===== src/rtl/seq_div_unit.sv =====
// ---------------------------------------------------------------------------
// seq_div_unit
//   Multi-cycle radix-2 restoring divider for DIV/DIVU/REM/REMU. It produces
//   one quotient bit per clock. Every operand pair takes the same number of
//   cycles, including divide-by-zero and signed overflow.
//
// Ports
//   clk          in   rising-edge clock
//   rst          in   asynchronous active-high reset
//   start        in   request, sampled only in IDLE or DONE
//   oprand_A     in   dividend, sampled with start
//   oprand_B     in   divisor, sampled with start
//   unsigned_sel in   1: unsigned operation, 0: two's complement
//   rem_sel      in   1: result is the remainder, 0: result is the quotient
//   busy         out  high while a division is in progress (CALC, FIX)
//   valid        out  one-cycle pulse in DONE; result is updated this cycle
//   result       out  quotient or remainder, held until the next valid
// ---------------------------------------------------------------------------
module seq_div_unit #(
   parameter int DATA_W = 32
) (
   input  logic              clk,
   input  logic              rst,
   input  logic              start,
   input  logic [DATA_W-1:0] oprand_A,
   input  logic [DATA_W-1:0] oprand_B,
   input  logic              unsigned_sel,
   input  logic              rem_sel,
   output logic              busy,
   output logic              valid,
   output logic [DATA_W-1:0] result
);

   localparam int CNT_W = $clog2(DATA_W + 1);

   typedef enum logic [1:0] {
      S_IDLE = 2'd0,
      S_CALC = 2'd1,
      S_FIX  = 2'd2,
      S_DONE = 2'd3
   } state_t;

   state_t              state_q,     state_d;
   logic [DATA_W-1:0]   rem_q,       rem_d;
   logic [DATA_W-1:0]   quot_q,      quot_d;      // holds |A| initially, then the quotient
   logic [DATA_W-1:0]   a_mag_q,     a_mag_d;     // |A|, kept for the divide-by-zero remainder
   logic [DATA_W-1:0]   b_mag_q,     b_mag_d;
   logic [CNT_W-1:0]    cnt_q,       cnt_d;
   logic                a_neg_q,     a_neg_d;     // remainder takes this sign
   logic                q_neg_q,     q_neg_d;     // quotient must be negated
   logic                ovf_q,       ovf_d;       // signed MIN / -1
   logic                rem_sel_q,   rem_sel_d;
   logic [DATA_W-1:0]   result_q,    result_d;

   // Operand preprocessing for a newly accepted request
   logic                a_neg_in;
   logic                b_neg_in;
   logic [DATA_W-1:0]   a_mag_in;
   logic [DATA_W-1:0]   b_mag_in;
   logic                ovf_in;
   logic                accept;

   // One restoring step
   logic [DATA_W:0]     shifted;
   logic [DATA_W:0]     diff;
   logic                ge;

   // Sign fix-up and special cases
   logic [DATA_W-1:0]   q_fix;
   logic [DATA_W-1:0]   r_fix;
   logic [DATA_W-1:0]   dividend;
   logic [DATA_W-1:0]   q_final;
   logic [DATA_W-1:0]   r_final;

   always_comb begin
      a_neg_in = ~unsigned_sel & oprand_A[DATA_W-1];
      b_neg_in = ~unsigned_sel & oprand_B[DATA_W-1];
      a_mag_in = a_neg_in ? ({DATA_W{1'b0}} - oprand_A) : oprand_A;
      b_mag_in = b_neg_in ? ({DATA_W{1'b0}} - oprand_B) : oprand_B;
      ovf_in   = ~unsigned_sel
                 & (oprand_A == {1'b1, {(DATA_W-1){1'b0}}})
                 & (oprand_B == {DATA_W{1'b1}});
      accept   = start & ((state_q == S_IDLE) | (state_q == S_DONE));

      // The partial remainder is always below |B|, so the shifted value and
      // |B| both fit in DATA_W+1 bits. A non-negative difference also fits
      // back in DATA_W bits.
      shifted  = {rem_q, quot_q[DATA_W-1]};
      ge       = (shifted >= {1'b0, b_mag_q});
      diff     = shifted - {1'b0, b_mag_q};

      q_fix    = q_neg_q ? ({DATA_W{1'b0}} - quot_q) : quot_q;
      r_fix    = a_neg_q ? ({DATA_W{1'b0}} - rem_q)  : rem_q;
      dividend = a_neg_q ? ({DATA_W{1'b0}} - a_mag_q) : a_mag_q;

      if (b_mag_q == {DATA_W{1'b0}}) begin
         q_final = {DATA_W{1'b1}};
         r_final = dividend;
      end else if (ovf_q) begin
         q_final = {1'b1, {(DATA_W-1){1'b0}}};
         r_final = {DATA_W{1'b0}};
      end else begin
         q_final = q_fix;
         r_final = r_fix;
      end
   end

   always_comb begin
      state_d   = state_q;
      rem_d     = rem_q;
      quot_d    = quot_q;
      a_mag_d   = a_mag_q;
      b_mag_d   = b_mag_q;
      cnt_d     = cnt_q;
      a_neg_d   = a_neg_q;
      q_neg_d   = q_neg_q;
      ovf_d     = ovf_q;
      rem_sel_d = rem_sel_q;
      result_d  = result_q;

      case (state_q)
         S_CALC: begin
            if (ge) begin
               rem_d  = diff[DATA_W-1:0];
               quot_d = {quot_q[DATA_W-2:0], 1'b1};
            end else begin
               rem_d  = shifted[DATA_W-1:0];
               quot_d = {quot_q[DATA_W-2:0], 1'b0};
            end
            cnt_d = cnt_q - CNT_W'(1);
            if (cnt_q == CNT_W'(1)) begin
               state_d = S_FIX;
            end
         end
         S_FIX: begin
            result_d = rem_sel_q ? r_final : q_final;
            state_d  = S_DONE;
         end
         S_DONE: begin
            state_d = S_IDLE;
         end
         default: begin
            state_d = S_IDLE;
         end
      endcase

      // IDLE and DONE share the same acceptance path, so back-to-back
      // requests skip IDLE entirely.
      if (accept) begin
         rem_d     = {DATA_W{1'b0}};
         quot_d    = a_mag_in;
         a_mag_d   = a_mag_in;
         b_mag_d   = b_mag_in;
         cnt_d     = CNT_W'(DATA_W);
         a_neg_d   = a_neg_in;
         q_neg_d   = a_neg_in ^ b_neg_in;
         ovf_d     = ovf_in;
         rem_sel_d = rem_sel;
         state_d   = S_CALC;
      end
   end

   always_ff @(posedge clk or posedge rst) begin
      if (rst) begin
         state_q   <= S_IDLE;
         rem_q     <= '0;
         quot_q    <= '0;
         a_mag_q   <= '0;
         b_mag_q   <= '0;
         cnt_q     <= '0;
         a_neg_q   <= 1'b0;
         q_neg_q   <= 1'b0;
         ovf_q     <= 1'b0;
         rem_sel_q <= 1'b0;
         result_q  <= '0;
      end else begin
         state_q   <= state_d;
         rem_q     <= rem_d;
         quot_q    <= quot_d;
         a_mag_q   <= a_mag_d;
         b_mag_q   <= b_mag_d;
         cnt_q     <= cnt_d;
         a_neg_q   <= a_neg_d;
         q_neg_q   <= q_neg_d;
         ovf_q     <= ovf_d;
         rem_sel_q <= rem_sel_d;
         result_q  <= result_d;
      end
   end

   assign busy   = (state_q == S_CALC) | (state_q == S_FIX);
   assign valid  = (state_q == S_DONE);
   assign result = result_q;

endmodule


===== config.mk =====
export PLATFORM = sky130hd
export DESIGN_NAME = seq_div_unit
export DESIGN_NICKNAME = d
export VERILOG_FILES = /design/src/rtl/seq_div_unit.sv
export SDC_FILE = /design/constraint.sdc
export NUM_CORES = 1
export LEC_CHECK = 0
export BUFFER_PORTS_ARGS = -buffer_cell sky130_fd_sc_hd__buf_2
export CORE_ASPECT_RATIO = 1.1
export CORE_MARGIN = 3
export CORE_UTILIZATION = 30
export DETAILED_ROUTE_END_ITERATION = 8
export PLACE_DENSITY_LB_ADDON = 0.15
export SLEW_MARGIN = 15
export SYNTH_ARGS = -nofsm -noshare
export SYNTH_HDL_FRONTEND = slang
export SYNTH_SLANG_ARGS = --single-unit

===== constraint.sdc =====
create_clock -name clk -period 6.3 [get_ports clk]
set_input_delay 0.63 -clock clk [delete_from_list [all_inputs] [get_ports clk]]
set_output_delay 0.63 -clock clk [all_outputs]
set_load 0.1 [all_outputs]

; After elaboration in Yosys (flattened, before gate mapping)
; Index checks and enable logic that the tools add are counted.
[word_totals]
word_cells = 59
register_bits = 172
out_inout_bits = 34
[op_classes]
n_reduce_logical = 3
n_bitwise = 9
n_mux = 21
eq_ne = 7
order_cmp = 1
addsub = 7
[op_table]
columns = cell, count
row1 = $mux W32, 15
row2 = $sub A1 B32 Y32 const A, 5
row3 = $eq A32 B32 Y1 const B, 2
row4 = $ge A33 B32 Y1, 1
row5 = $logic_not A32 Y1, 1
row6 = $sub A32 B32 Y32, 1
row7 = $mux W6, 2
row8 = $eq A6 B1 Y1 const B, 1
row9 = $sub A6 B1 Y6 const B, 1
row10 = $and A1 B1 Y1, 5
row11 = $eq A2 B2 Y1 const B, 2
row12 = $mux W2, 2
row13 = $pmux W2 S2, 1
row14 = $ne A3 B3 Y1 const B, 1
row15 = $eq A2 B1 Y1 const B, 1
row16 = $logic_not A2 Y1, 1
row17 = $or A1 B1 Y1, 2
row18 = $reduce_bool A2 Y1, 1
row19 = $mux W1, 1
row20 = $not A1 Y1, 1
row21 = $xor A1 B1 Y1, 1

; Longest topological paths before layout
; Gate-level depths: netlist of run 1.
[depth]
word_depth = 5
depth_mapped = 12
ltp_nobuf = 12

; Least setup slack after synthesis of run 1
; Ideal clock, no wire load.
[synth_path]
path_type = register to register
from = reg rem_q[3]
to = reg rem_q[3]
t_required_ns = 6.206
path_buffers = 1
setup_time_ns = 0.094
synth_period_minus_slack_ns = 2.875
slack_ns = 3.425
t_arrival_ns = 2.781
stages_incl_launch_ff = 11
cell_sequence = dfrtp_1 ha_1 a21o_1 a31oi_1 a21oi_1 or3_1 o211ai_2 nand2_1 buf_2 mux2i_1 a211oi_1
[synth_via]
elab_chain_len = 4
[synth_lines]
columns = element, line
row1 = from (decl), 44  ; logic [DATA_W-1:0] rem_q, rem_d;
row2 = from (signal assigned), 178  ; rem_q <= rem_d;
row3 = $ge A33 B32 Y1, 89  ; ge = (shifted >= {1'b0, b_mag_q});
row4 = $mux W32, 123  ; if (ge) begin
row5 = $mux W32, 121  ; case (state_q)
row6 = $mux W32, 149  ; if (accept) begin
; No other way between the ends. The select of a mux whose other input is x is not followed.
; A chain may end at the register's enable or synchronous reset.

; Worst setup path after layout of run 1
[layout_path]
from = reg rem_q[25]
to = reg rem_q[7]
; The elaborated chain is that of the path after synthesis.

==> metrics.md, run 1 <==
| Metric | Value |
|---|---|
| Status | `finished, final reports clean` |
| DR vias | `11,900` |
| Clock Root Buffer | `clkbuf_16` |
| Netlist Area Pre-Place | `around 13,000 um2` |
| R2R depth | `9` |
| Met1 wire length | `19.6 mm` |
| Chip width | `between 200 and 250 um` |
| Ant diodes | `0` |
| Met2 WL | `approximately 21 mm` |
| Row cnt | `79` |
| Inst Count DP | `about 2,200` |
| Fmax | `between 200 and 300 MHz` |
| RePlAce Congestion | `0.840` |
| CTS Sinks | `~170` |
| Syn nets | `1,734` |
| Post CTS Setup Buffer Count | `0` |
| Grt ovf | `0` |
| Post-route minimum period | `3410 ps` |
| Via density | `5.29` |
| CP startpoint kind | `flop` |
| Max-slew violations | `0` |
| Netlist cell types | `71` |
| Period utilization | `0.542` |
| Initial DRC Count | `632` |
| Wire length per cell | `around 20 um` |
| Syn-to-layout area delta | `12.6%` |
| RSZ-0062 raised after global routing | `false` |
| Seq cells post-synth | `between 150 and 200` |
| CTS resizes | `0` |
| Io pins | `~100` |
| Commonest cells after routing, fill and taps aside | `dfrtp_1, a21oi_1, o21ai_0` |
| Core Area | `approximately 43,000 um2` |
| First-pass GRT wire length | `between 60 and 70 mm` |
| Share of layout cells above drive strength 1 | `0.104` |
| DRC | `0` |
| Mean Syn Cell Area | `~8 um2` |
| Port Buffers | `roughly 100` |
| Skew-Pair Late Insertion Delay | `470 ps` |
| Antenna-violating nets left | `0` |
| VDD IR max | `0.136 mV` |
| Dominant synthesized flop cell | `dfrtp_1` |
| Clock skew | `between 15 and 20 ps` |
| Pin count of the biggest net entering global routing | `just under 100` |
| Setup violators final | `0` |
| Sequential fraction of the synthesis area | `0.331` |
| Met3 WL | `1.44 mm` |
| Worst EP arrival | `around 3700 ps` |
| Slowest cell on the critical path | `or4_1` |
| Most common cell after layout, fill and taps aside | `dfrtp_1` |
| Total Wirelength | `44.3 mm` |
| Post-synth EDFFs | `0` |
| Worst setup path category | `reg -> reg` |
| Leakage | `6.19 nW` |
| Vias in the first global route | `11,500` |
| Initial Utilization | `0.306` |
| Synth Warn # | `0` |
| Worst slew pin tran | `between 1000 and 1500 ps` |
| Pre-antenna DRT Iters | `5` |
| Final Non-Filler Cells | `between 2,000 and 2,500` |
| CP Data Required Time | `6600 ps` |
| Worst slew margin | `0.214` |
| Syn Inst Count | `about 1,600` |
| Full die area | `about 46,000 um2` |
| TNS Setup | `0 ps` |
| Clock Tree Buf Depth | `2` |
| Crit path cell chain | `ha_1, nand4_1, or4_1, nor2_2, o211ai_2, nand2_1, buf_4, mux2i_1, a211oi_1` |
| H-Tree Depth | `4` |
| Largest fanout on the critical path | `33` |
| Antenna violations before repair | `1` |
| CP endpoint kind | `flop` |
| GRT Util Overall | `0.193` |
| Max cap viols | `0` |
| Asr flop ratio synth | `1.00` |
| Die Y | `approximately 220 um` |
| CTS clk-pin slew, worst paths | `~80 ps` |
| Cts hold-fix bufs | `0` |
| DP HPWL | `33.8 mm` |
| Uppermost routed layer | `met4` |
| Slowest stage delay, CP | `around 560 ps` |
| Fin nets | `about 1,800` |
| Total power divided by cell area | `around 170 nW/um2` |
| CTS Buf Count | `17` |
| Worst Hold Class | `in -> async` |
| CTS tree | `yes` |
| Final hold viol count | `0` |
==> where the power goes <==
part / switching (mW) / leakage [nW] / internal, mW
registers: 0 / 2.21 / 1.10
logic: 0.0955 / 3.69 / 0.0486
clock network: 0.507 / 0.299 / 0.671
==> worst max-delay path: cells and delay by family (launching register included) <==
kind / cells / cell delay [ps]
compound gates: 2 / 360
fa+ha+maj: 1 / 500
buf+inv: 1 / 430
simple gates: 4 / 1180
mux: 1 / 280
flops: 1 / 490
==> synthesized netlist by cell type, drive strengths merged (3+ instances only) <==
| library cell | n | area, um2 |
|---|---|---|
| a31oi | 16 | 100 |
| nand4 | 22 | 138 |
| o41ai | 14 | 123 |
| nor2 | 128 | 483 |
| a21oi | 169 | 857 |
| nor3 | 36 | 180 |
| or2 | 5 | 31.3 |
| nand3 | 40 | 200 |
| nand2 | 132 | 495 |
| xor2 | 90 | 788 |
| o22ai | 5 | 31.3 |
| buf | 10 | 46.3 |
| o211ai | 11 | 87.6 |
| mux2i | 29 | 290 |
| nor4b | 3 | 26.3 |
| and4 | 3 | 26.3 |
| ha | 45 | 563 |
| o221ai | 13 | 114 |
| o21ai | 159 | 796 |
| a211oi | 46 | 345 |
| dfrtp | 172 | 4300 |
| and3 | 7 | 43.8 |
| inv | 87 | 327 |
| o31ai | 23 | 173 |
| nand2b | 12 | 75.1 |
| o211a | 5 | 50.1 |
| or4 | 20 | 154 |
| a221oi | 4 | 41.3 |
| nor2b | 14 | 87.6 |
| nor4 | 31 | 200 |
| a21o | 17 | 128 |
| or3 | 11 | 68.8 |
| o21bai | 5 | 37.5 |
| clkbuf | 84 | 315 |
| and2 | 28 | 175 |
| xnor2 | 89 | 780 |
==> final cells by class <==
cell class	instances	area [um2]
repair buffers	119	638
inverters	88	335
multi-input cells	1265	8040
well taps	567	709
flip-flops and latches	172	4300
fillers	4541	27900
clock inverters	15	210
clock buffers	17	425
==> layer usage <==
metal | track usage | vias up
li1 | - | 5899
met1 | 0.244 | 5651
met2 | 0.328 | 244
met3 | 0.0252 | 66
met4 | 0.0864 | 0
met5 | 0 | -
==> path summary, 6_finish.rpt <==
| check | start | end | slack [ps] |
|---|---|---|---|
| setup / recovery | rem_q[25]$_DFFE_PP0P_ | rem_q[7]$_DFFE_PP0P_ | 2890 |
| hold reg to reg | b_mag_q[29]$_DFFE_PP0P_ | b_mag_q[29]$_DFFE_PP0P_ | 510 |
| setup reg to reg | rem_q[25]$_DFFE_PP0P_ | rem_q[7]$_DFFE_PP0P_ | 2890 |
| hold / removal | rst | a_mag_q[26]$_DFFE_PP0P_ | 380 |
| max in group asynchronous | rst | a_mag_q[12]$_DFFE_PP0P_ | 4780 |
| min in group clk | rem_sel | rem_sel_q$_DFFE_PP0P_ | 440 |
==> state kept, by name, indices dropped and copies added, names as in the netlist <==
signal,count
result,32
q_neg_q,1
ovf_q,1
rem_q,32
b_mag_q,32
a_mag_q,32
state_q,2
cnt_q,6
a_neg_q,1
quot_q,32
rem_sel_q,1
==> kinds of logic (layout without fill, tap and decap cells) <==
group	after synthesis	in the layout	synth area share
AO/OA/AOI/OAI	514	514	0.242
AND/OR/NAND/NOR	496	496	0.186
buffers and inverters	182	239	0.0531
XOR/XNOR	179	179	0.120
flip-flops	172	172	0.331
adder cells (fa/ha/maj)	46	46	0.0448
multiplexers	30	30	0.0232
==> through the flow <==
step	util	setup WS, ps	cell area [um2]	hold slack (ps)	power, mW
floorplan	-	1010	13000	469	1.20
global placement	0.329	2910	14000	493	1.27
detailed placement	0.329	2920	14000	500	1.27
CTS	0.344	2900	14700	411	2.46
global route	0.344	2600	14700	452	2.51
finish	0.344	2890	14700	380	2.42
No activity file was read; power rests on OpenSTA's default activity.
==> inputs of run 2 (changes only) <==
Clock period 6.3 ns to 2.8 ns, I/O delays scaled along.
==> metrics.md, run 2 (synthesized netlist as in run 1, its figures left out) <==
| Metric | Value |
|---|---|
| Clock skew | `14.3 ps (-2.33 ps)` |
| Switching share of power | `0.239 (-0.00929)` |
| Initial Utilization | `0.306 (unchanged)` |
| Sw power | `1.33 mW (+120%)` |
| Slowest stage delay, CP | `540 ps (-20 ps)` |
| RePlAce Congestion | `0.914 (+8.8%)` |
| Status | `finished with violations` |
| Cell family with most CP delay | `simple AND/OR/NAND/NOR gates` |
| Port Buffers | `102 (unchanged)` |
| Crit path cell chain | `or4_4, or4_4, o41a_4, a21oi_4, buf_6, xor2_1, o221ai_1, nand3_1, o21ai_1` |
| Met1 wire length | `21.0 mm (+7.2%)` |
| Worst slew pin tran | `784 ps (-391 ps)` |
| Largest fanout on the critical path | `4 (-88%)` |
| Die Y | `225 um (unchanged)` |
| H-Tree Depth | `4 (unchanged)` |
| Clock group share of total power | `0.494 (+0.009)` |
| Total power divided by cell area | `331 nW/um2 (+100%)` |
| CP dominant cell by count | `or4_4` |
| DP HPWL | `35.2 mm (+4.4%)` |
| Most common cell after layout, fill and taps aside | `buf_4` |
| First-pass GRT wire length | `70.5 mm (+2.9%)` |
| Total power draw | `5.58 mW (+130%)` |
| Worst setup path category | `reg -> reg` |
| Flop pwr share | `0.445 (-0.010)` |
| Worst slew margin | `0.477 (+0.263)` |
| CTS Buf Count | `17 (unchanged)` |
| Commonest cells after routing, fill and taps aside | `buf_4, dfrtp_1, a21oi_1` |
| Post-route minimum period | `2850 ps (-559 ps)` |
| Max cap viols | `0 (unchanged)` |
| Setup violators final | `1 (+1)` |
| Leakage | `7.39 nW (+19%)` |
| Initial DRC Count | `814 (+29%)` |
| Failing checks | `negative setup slack` |
| Grt ovf | `0 (unchanged)` |
| Wire length per cell | `18.7 um (-5.5%)` |
| RSZ-0062 raised after global routing | `true` |
| Fin nets | `1,986 (+12%)` |
| Antenna violations before repair | `0 (-1)` |
| Row cnt | `79 (unchanged)` |
| Uppermost routed layer | `met4` |
| CTS Sinks | `172 (unchanged)` |
| VDD IR max | `0.333 mV (+140%)` |
| CP startpoint kind | `flop` |
| P_int | `4.24 mW (+130%)` |
| CP Data Required Time | `3140 ps (-3460 ps)` |
| Io pins | `103 (unchanged)` |
| Total Wirelength | `45.7 mm (+3.3%)` |
| CTS clk-pin slew, worst paths | `70 ps (about the same)` |
| Syn-to-layout area delta | `29.3%` |
| Full die area | `45,900 um2 (unchanged)` |
| GRT Util Overall | `0.197 (+0.00453)` |
| Clock Tree Buf Depth | `2 (unchanged)` |
| Vias in the first global route | `12,400 (+8.0%)` |
| Pin count of the biggest net entering global routing | `101 (+2.0%)` |
| DR vias | `12,800 (+8.1%)` |
| Worst hold slack | `52.1 ps (-328 ps)` |
| Met2 WL | `21.8 mm (+2.2%)` |
| WP buf/inv | `1 (unchanged)` |
| Final hold viol count | `0 (unchanged)` |
| Core Area | `42,600 um2 (unchanged)` |
| Skew-Pair Late Insertion Delay | `460 ps (about the same)` |
| Fillers | `4,439 (-2.2%)` |
| Antenna-violating nets left | `0 (unchanged)` |
| Via density | `5.23 (-1.1%)` |
| CTS tree | `yes` |
| Met3 WL | `1.58 mm (+10%)` |
| Pre-antenna DRT Iters | `5 (unchanged)` |
| Worst R2R Setup Slack | `-50 ps (-2940 ps)` |
| Period utilization | `1.02 (+0.478)` |
| Worst setup margin | `-53.8 ps (-2940 ps)` |
| Combinational power share | `0.061 (+0.002)` |
| Fmax | `350 MHz (+20%)` |
| Clock Root Buffer | `clkbuf_16` |
| Chip width | `205 um (unchanged)` |
| Max-slew violations | `0 (unchanged)` |
| DRC | `0 (unchanged)` |
| Worst EP arrival | `3190 ps (-520 ps)` |
| Worst Hold Class | `in -> reg` |
| Slowest cell on the critical path | `or4_4` |
| Ant diodes | `0 (unchanged)` |
| CP endpoint kind | `flop` |
| Share of layout cells above drive strength 1 | `0.238 (+0.135)` |
-- run 2: changes by cell type in the layout (fill, tap and decap cells not counted), sizes merged --
cell,before,now
buf,119,326
inv,92,87
clkinv,3,6
clkbuf,17,19
bufinv,4,5
clkinvlp,4,3
dlygate4sd3,0,1
-- run 2: repair_timing --
item,4_1_cts,5_1_grt
pin swaps,16,36
setup buffers,4,12
setup endpoints to repair,24,51
endpoints found under the hold margin,6,0
resized for setup,19,72
hold buffers,1,0
-- run 2: worst register-to-register path, stage by stage (launching register included) --
cell and delay (ps):
dfrtp_1 400, or4_4 540, or4_4 450, o41a_4 500, a21oi_4 200, buf_6 130
xor2_1 140, o221ai_1 170, nand3_1 130, o21ai_1 70
-- run 2: per-layer routing --
layer	up-vias	track usage
li1	6320	-
met4	0	0.0742
met5	-	0
met1	6163	0.265
met3	60	0.0204
met2	280	0.329
-- run 2: power groups by stage --
stage	clock [mW]	combinational (mW)	sequential (mW)
after CTS	2.81	0.349	2.48
after global routing	2.91	0.380	2.48
final	2.75	0.341	2.48
after detailed placement	0	0.347	2.53
after floorplan	0	0.168	2.53
after global placement	0	0.343	2.53
-- run 2: path summary, 6_finish.rpt --
| path | startpoint | end | depth (start not counted) |
|---|---|---|---|
| max | a_mag_q[1]$_DFFE_PP0P_ | result[23]$_DFFE_PP0N_ | 9 |
| min | rem_sel | rem_sel_q$_DFFE_PP0P_ | 3 |
| max reg2reg | a_mag_q[1]$_DFFE_PP0P_ | result[23]$_DFFE_PP0N_ | 9 |
| min reg2reg | b_mag_q[28]$_DFFE_PP0P_ | b_mag_q[28]$_DFFE_PP0P_ | 2 |
| max in group asynchronous | rst | rem_q[17]$_DFFE_PP0P_ | 4 |
| min in group asynchronous | rst | a_mag_q[9]$_DFFE_PP0P_ | 3 |
-- run 2: area by class of cell --
cell class | count | area, um2 | share of cell area
repair buffers | 327 | 2320 | 0.138
clock buffers | 19 | 453 | 0.0269
clock inverters | 13 | 214 | 0.0127
flip-flops and latches | 172 | 4310 | 0.256
well taps | 567 | 709 | 0.0421
inverters | 88 | 334 | 0.0198
multi-input cells | 1265 | 8500 | 0.505
-- run 2: metrics by stage --
stage                     worst slack [ps]  setup TNS, ps  std cells   util  area, um2
after floorplan                       11.2              0       1619      -      13100
after global placement                -119           -301       2403  0.366      15600
after detailed placement              -135           -588       2403  0.366      15600
after CTS                             1.56              0       2440  0.385      16400
after global routing                  -126           -734       2451  0.395      16800
final                                -53.8          -53.8       2451  0.395      16800
